==> src/rtl/fetch_pkg.sv <==
// fetch_pkg: shared types and constants for the fetch stage.
//   fetch_state_t : fetch sequencer states
//   NOP_INSTR     : instruction presented on if_instr after reset
//   PC_STEP       : sequential PC increment in bytes
package fetch_pkg;

  typedef enum logic [2:0] {
    IDLE,
    REQ,
    WAIT,
    HOLD,
    DRAIN
  } fetch_state_t;

  localparam logic [31:0] NOP_INSTR = 32'h00000013;
  localparam int unsigned PC_STEP   = 4;

endpackage

==> src/rtl/fetch_ctrl.sv <==
// fetch_ctrl: program-counter sequencer and instruction-memory port for the
// fetch stage. Keeps at most one memory request outstanding, presents
// instr/pc pairs to decode under stall backpressure, and absorbs redirects
// from execute by dropping in-flight and buffered fetches.
//
// Ports:
//   clk, rstn              clock (rising edge), async active-low reset
//   redirect_valid/_pc     branch/jump redirect; _pc[1:0] ignored
//   stall                  decode cannot accept; output holds
//   imem_req/_addr         fetch request and address
//   imem_gnt               request accepted this cycle
//   imem_rvalid/_rdata     read response (>= 1 cycle after gnt)
//   if_valid/_pc/_instr    instruction beat towards decode
//   perf_fetch_cnt         (FETCH_PERF_CNT_EN) consumed output beats
//   perf_flush_cnt         (FETCH_PERF_CNT_EN) redirects that discarded work
//
// Build option: define FETCH_PERF_CNT_EN to add the two performance counters.
module fetch_ctrl
  import fetch_pkg::*;
#(
  parameter int unsigned            WORD_WIDTH = 32,
  parameter logic [WORD_WIDTH-1:0]  RESET_PC   = '0
) (
  input  logic                  clk,
  input  logic                  rstn,
  input  logic                  redirect_valid,
  input  logic [WORD_WIDTH-1:0] redirect_pc,
  input  logic                  stall,
  output logic                  imem_req,
  output logic [WORD_WIDTH-1:0] imem_addr,
  input  logic                  imem_gnt,
  input  logic                  imem_rvalid,
  input  logic [WORD_WIDTH-1:0] imem_rdata,
  output logic                  if_valid,
  output logic [WORD_WIDTH-1:0] if_pc,
  output logic [WORD_WIDTH-1:0] if_instr
`ifdef FETCH_PERF_CNT_EN
  ,
  output logic [31:0]           perf_fetch_cnt,
  output logic [31:0]           perf_flush_cnt
`endif
);

  fetch_state_t          r_state,     w_nxt_state;
  logic [WORD_WIDTH-1:0] r_pc,        w_nxt_pc;
  logic [WORD_WIDTH-1:0] r_req_pc,    w_nxt_req_pc;
  logic                  r_if_valid,  w_nxt_if_valid;
  logic [WORD_WIDTH-1:0] r_if_pc,     w_nxt_if_pc;
  logic [WORD_WIDTH-1:0] r_if_instr,  w_nxt_if_instr;
  logic                  r_hold_valid, w_nxt_hold_valid;
  logic [WORD_WIDTH-1:0] r_hold_pc,   w_nxt_hold_pc;
  logic [WORD_WIDTH-1:0] r_hold_instr, w_nxt_hold_instr;

  logic                  w_consume;
  logic [WORD_WIDTH-1:0] w_pc_inc;
  logic [WORD_WIDTH-1:0] w_redir_pc;
  logic                  w_unused_redir_lsb;

  assign w_consume          = r_if_valid & ~stall;
  assign w_pc_inc           = r_pc + WORD_WIDTH'(PC_STEP);
  assign w_redir_pc         = {redirect_pc[WORD_WIDTH-1:2], 2'b00};
  assign w_unused_redir_lsb = ^redirect_pc[1:0];

  always_ff @(posedge clk or negedge rstn) begin
    if (!rstn) begin
      r_state      <= IDLE;
      r_pc         <= RESET_PC;
      r_req_pc     <= RESET_PC;
      r_if_valid   <= 1'b0;
      r_if_pc      <= '0;
      r_if_instr   <= WORD_WIDTH'(NOP_INSTR);
      r_hold_valid <= 1'b0;
      r_hold_pc    <= '0;
      r_hold_instr <= WORD_WIDTH'(NOP_INSTR);
    end else begin
      r_state      <= w_nxt_state;
      r_pc         <= w_nxt_pc;
      r_req_pc     <= w_nxt_req_pc;
      r_if_valid   <= w_nxt_if_valid;
      r_if_pc      <= w_nxt_if_pc;
      r_if_instr   <= w_nxt_if_instr;
      r_hold_valid <= w_nxt_hold_valid;
      r_hold_pc    <= w_nxt_hold_pc;
      r_hold_instr <= w_nxt_hold_instr;
    end
  end

  always_comb begin
    w_nxt_state      = r_state;
    w_nxt_pc         = r_pc;
    w_nxt_req_pc     = r_req_pc;
    // A consumed beat disappears unless something below replaces it.
    w_nxt_if_valid   = r_if_valid & ~w_consume;
    w_nxt_if_pc      = r_if_pc;
    w_nxt_if_instr   = r_if_instr;
    w_nxt_hold_valid = r_hold_valid;
    w_nxt_hold_pc    = r_hold_pc;
    w_nxt_hold_instr = r_hold_instr;
    imem_req         = 1'b0;

    case (r_state)
      IDLE: w_nxt_state = REQ;
      REQ: begin
        imem_req = 1'b1;
        if (imem_gnt) begin
          w_nxt_req_pc = r_pc;
          w_nxt_state  = WAIT;
        end
      end
      WAIT: begin
        if (imem_rvalid) begin
          w_nxt_pc = w_pc_inc;
          if (!r_if_valid || !stall) begin
            w_nxt_if_valid = 1'b1;
            w_nxt_if_pc    = r_req_pc;
            w_nxt_if_instr = imem_rdata;
            w_nxt_state    = REQ;
          end else begin
            w_nxt_hold_valid = 1'b1;
            w_nxt_hold_pc    = r_req_pc;
            w_nxt_hold_instr = imem_rdata;
            w_nxt_state      = HOLD;
          end
        end
      end
      HOLD: begin
        if (!stall) begin
          w_nxt_if_valid   = 1'b1;
          w_nxt_if_pc      = r_hold_pc;
          w_nxt_if_instr   = r_hold_instr;
          w_nxt_hold_valid = 1'b0;
          w_nxt_state      = REQ;
        end
      end
      DRAIN: begin
        if (imem_rvalid) w_nxt_state = REQ;
      end
      default: w_nxt_state = IDLE;
    endcase

    // Redirect overrides the state actions above; the state choice depends
    // on whether a memory response is still owed.
    if (redirect_valid) begin
      w_nxt_pc         = w_redir_pc;
      w_nxt_if_valid   = 1'b0;
      w_nxt_hold_valid = 1'b0;
      case (r_state)
        IDLE:    w_nxt_state = IDLE;
        REQ:     w_nxt_state = imem_gnt ? DRAIN : REQ;
        WAIT:    w_nxt_state = imem_rvalid ? REQ : DRAIN;
        HOLD:    w_nxt_state = REQ;
        DRAIN:   w_nxt_state = DRAIN;
        default: w_nxt_state = IDLE;
      endcase
    end
  end

  assign imem_addr = r_pc;
  assign if_valid  = r_if_valid;
  assign if_pc     = r_if_pc;
  assign if_instr  = r_if_instr;

`ifdef FETCH_PERF_CNT_EN
  logic [31:0] r_fetch_cnt;
  logic [31:0] r_flush_cnt;
  logic        w_flush;

  assign w_flush = redirect_valid &
                   (r_if_valid | r_hold_valid | (r_state == WAIT) |
                    ((r_state == REQ) & imem_gnt));

  always_ff @(posedge clk or negedge rstn) begin
    if (!rstn) begin
      r_fetch_cnt <= '0;
      r_flush_cnt <= '0;
    end else begin
      if (w_consume) r_fetch_cnt <= r_fetch_cnt + 32'd1;
      if (w_flush)   r_flush_cnt <= r_flush_cnt + 32'd1;
    end
  end

  assign perf_fetch_cnt = r_fetch_cnt;
  assign perf_flush_cnt = r_flush_cnt;
`else
  // Performance counters not built.
`endif

endmodule

==> config.mk <==
export PLATFORM = sky130hd
export DESIGN_NAME = fetch_ctrl
export DESIGN_NICKNAME = d
export VERILOG_FILES = /design/src/rtl/fetch_pkg.sv /design/src/rtl/fetch_ctrl.sv
export SDC_FILE = /design/constraint.sdc
export NUM_CORES = 1
export LEC_CHECK = 0
export BUFFER_PORTS_ARGS = -buffer_cell sky130_fd_sc_hd__buf_2
export CAP_MARGIN = 20
export CELL_PAD_IN_SITES_DETAIL_PLACEMENT = 0
export CELL_PAD_IN_SITES_GLOBAL_PLACEMENT = 2
export CORE_MARGIN = 2
export CORE_UTILIZATION = 38
export CTS_CLUSTER_SIZE = 10
export DETAILED_ROUTE_END_ITERATION = 12
export PLACE_DENSITY_LB_ADDON = 0.25
export SLEW_MARGIN = 20
export SYNTH_ARGS = -nofsm -noshare
export SYNTH_HDL_FRONTEND = slang
export SYNTH_SLANG_ARGS = --single-unit
==> constraint.sdc <==
create_clock -name clk -period 2.9 [get_ports clk]
set_input_delay 0.29 -clock clk [delete_from_list [all_inputs] [get_ports clk]]
set_output_delay 0.29 -clock clk [all_outputs]
set_load 0.02 [all_outputs]
==> metrics.cfg <==
[yosys]
yosys.area_share.simple_pct=10.2
synth_top_family_by_area=multiplexers
synth_compound_area_share_pct=7.97
synth_most_common_cell=dfrtp_1
synth-async-reset-ratio_pct=100
ys.flop_type=dfrtp_1
ys_ff_latch=188
yosysTopAreaCell=dfrtp_1
muxShareOfSynthArea_pct=20.4
netlist_instances=704
avgSynthCellArea_um2=11.7
netlist_area_um2=8230
synth_area_leaders=dfrtp_1, mux2_2, mux2i_1, o21ai_0, nand2_1
yosysWarnings=0
synthTopCellsByCount=dfrtp_1, mux2_2, nand2_1
synth-edff-count=0
ys_seq_area_share_pct=57.3
synth_xor_xnor_area_share_pct=1.06
yosys.area_share.adder_pct=0.152
yosysUniqueCellTypes=42
synth.top_cell.area_share_pct=55.3

[clock_tree]
clkSlewWorstSetupHoldPaths_ns=0.07
htreeDepth=4
clk_path_buf_depth=2
clockRootBuffer=clkbuf_16
postCtsSetupBuffers=0
clock_sinks=188
clock_latency_ns=0.43
cts_resized=0
numCtsBuffers=17
cts_tree=yes

[final_layout]
synthToLayoutAreaGrowth_pct=20.4
multiInputGateArea_um2=3300
diodes=0
regArea_um2=4710
final_nets=922
layout-drive-gt1-share_pct=35.6
fillers=2008

[sta]
fin_setup_tns_ns=0
finalSetupViolCount=0
fin_ws_ns=0.400
timing.fmax_ghz=0.400
finalHoldViolations=0
rsz0062_at_grt=false
period_share_pct=86.2
finClkSkew_ns=0.00888
fin_crit_ns=2.50
worst_pin_slew_ns=0.904
hold_slack_ns=0.0685
max-slew-margin-rel_pct=38.9
maxSlewViolCount=0

[power_and_ir_drop]
power_density_nw_per_um2=861
p_leak_uw=0.00507
vdd_drop_max_uv=359

[routing]
dr.pass1.iters=4
avgViaCountPerCell=5.07
drtAntennaViolNets=0
drt_iter0_drc=221
drc=0
via_count=5773
wire_per_inst_um=16.3
drt_wl_total_um=18600

[grt]
grt-ovfl-total=0
grt_antenna_before_repair=0
grt_pass1_vias=5743
grt_pass1_wl_um=30200
track_usage_pct=16.9
grt_max_degree=125

[floorplanning]
io_pins=168
start_util_pct=38.9
die_area_um2=22800
die_h_um=151
core.rowCount=53
core_um2=21200
dieWidth_um=151

[placement]
port_buffers=161
dp_hpwl_um=12700
gp_congestion=0.720
place_ws_ns=0.407

[outcome]
status=finished, final reports clean

[min_path]
hold_class=in2reg

[critical_path]
cp-end-kind=flip-flop
path_class=reg2reg
cp.arrival_ns=2.85
cp.required_ns=3.25
crit_fanout=18
critPathLaunchType=flip-flop

[flow_run]
maxCapViolCount=0

report_power, final:
group	internal, uW	switching [uW]
Combinational	958	1430
Clock	1320	985
Sequential	3330	510
Total	5610	2930
placed cells by master, fill, tap and decap left out, types with 2 or more instances in the layout:
| cell type | instances |
|---|---|
| nand3_1 | 12 |
| nor2_1 | 17 |
| or3_1 | 3 |
| or4_1 | 17 |
| o21ai_0 | 82 |
| dfrtp_1 | 182 |
| dfstp_2 | 6 |
| clkinvlp_4 | 3 |
| o31ai_1 | 10 |
| clkbuf_1 | 3 |
| mux2_2 | 92 |
| o211ai_1 | 5 |
| xnor2_1 | 7 |
| nand2_1 | 91 |
| buf_12 | 2 |
| conb_1 | 4 |
| bufinv_16 | 2 |
| and4_1 | 2 |
| a31oi_1 | 14 |
| inv_1 | 8 |
| buf_2 | 160 |
| clkbuf_16 | 17 |
| nand4_1 | 8 |
| xor2_1 | 3 |
| nor3_1 | 5 |
| inv_6 | 2 |
| nor4_1 | 4 |
| buf_4 | 9 |
| clkbuf_8 | 3 |
| or2_2 | 2 |
| clkinv_2 | 3 |
| mux2i_1 | 64 |
| a21oi_1 | 4 |
metal layers:
metal	vias up	track usage [%]	part of all wire, %
met5	-	0	0
met4	0	4.21	0.97
met3	13	3.70	5.2
met2	149	25.4	45
met1	2819	24.8	49
li1	2792	-	-
cells by family after synthesis:
group | after synthesis
AO/OA/AOI/OAI | 118
XOR/XNOR | 10
flip-flops | 188
other | 1
adder cells (fa/ha/maj) | 1
multiplexers | 156
buffers and inverters | 57
AND/OR/NAND/NOR | 173
registers in the layout, summed over array words and instances (netlist names):
signal        count
r_state           3
if_instr         32
if_pc            30
r_hold_pc        30
imem_addr        30
if_valid          1
r_req_pc         30
r_hold_instr     32
stage by stage:
| stage | util, % | power (uW) | cell area (um^2) | cells |
|---|---|---|---|---|
| floorplan | - | 5360 | 8240 | 707 |
| global placement | 44.0 | 6230 | 9320 | 1106 |
| detailed placement | 44.0 | 6330 | 9320 | 1106 |
| CTS | 46.8 | 8650 | 9910 | 1139 |
| global route | 46.8 | 9070 | 9910 | 1139 |
| finish | 46.8 | 8530 | 9910 | 1139 |
critical path: stages, from the launching register on:
cell,delay [ns]
dfrtp_1,0.51
nand4bb_1,0.31
or4_1,0.85
or4_1,0.57
a31oi_1,0.18
final timing paths:
check                           startpoint          endpoint  slack [ns]  cells past startpoint
max in group asynchronous             rstn       r_req_pc[4]        1.55                      3
hold / removal             redirect_pc[11]     imem_addr[11]        0.07                      3
setup reg to reg                r_state[0]     imem_addr[25]        0.40                      4
min in group asynchronous             rstn  r_hold_instr[30]        0.44                      2
setup / recovery                r_state[0]     imem_addr[25]        0.40                      4
hold reg to reg               if_instr[13]      if_instr[13]        0.47                      2
final cells by class:
| cell class | instances | area share [%] |
|---|---|---|
| Sequential cell | 188 | 47.6 |
| Multi-Input combinational cell | 462 | 33.3 |
| Timing Repair Buffer | 174 | 9.52 |
| Clock buffer | 22 | 4.68 |
| Tap cell | 275 | 3.47 |
| Clock inverter | 10 | 1.16 |
| Inverter | 8 | 0.303 |
timing repair:
item,4_1_cts,5_1_grt
hold buffers,1,0
endpoints found under the hold margin,78,0
setup endpoints to repair,0,0
No activity file was read; power rests on OpenSTA's default activity.
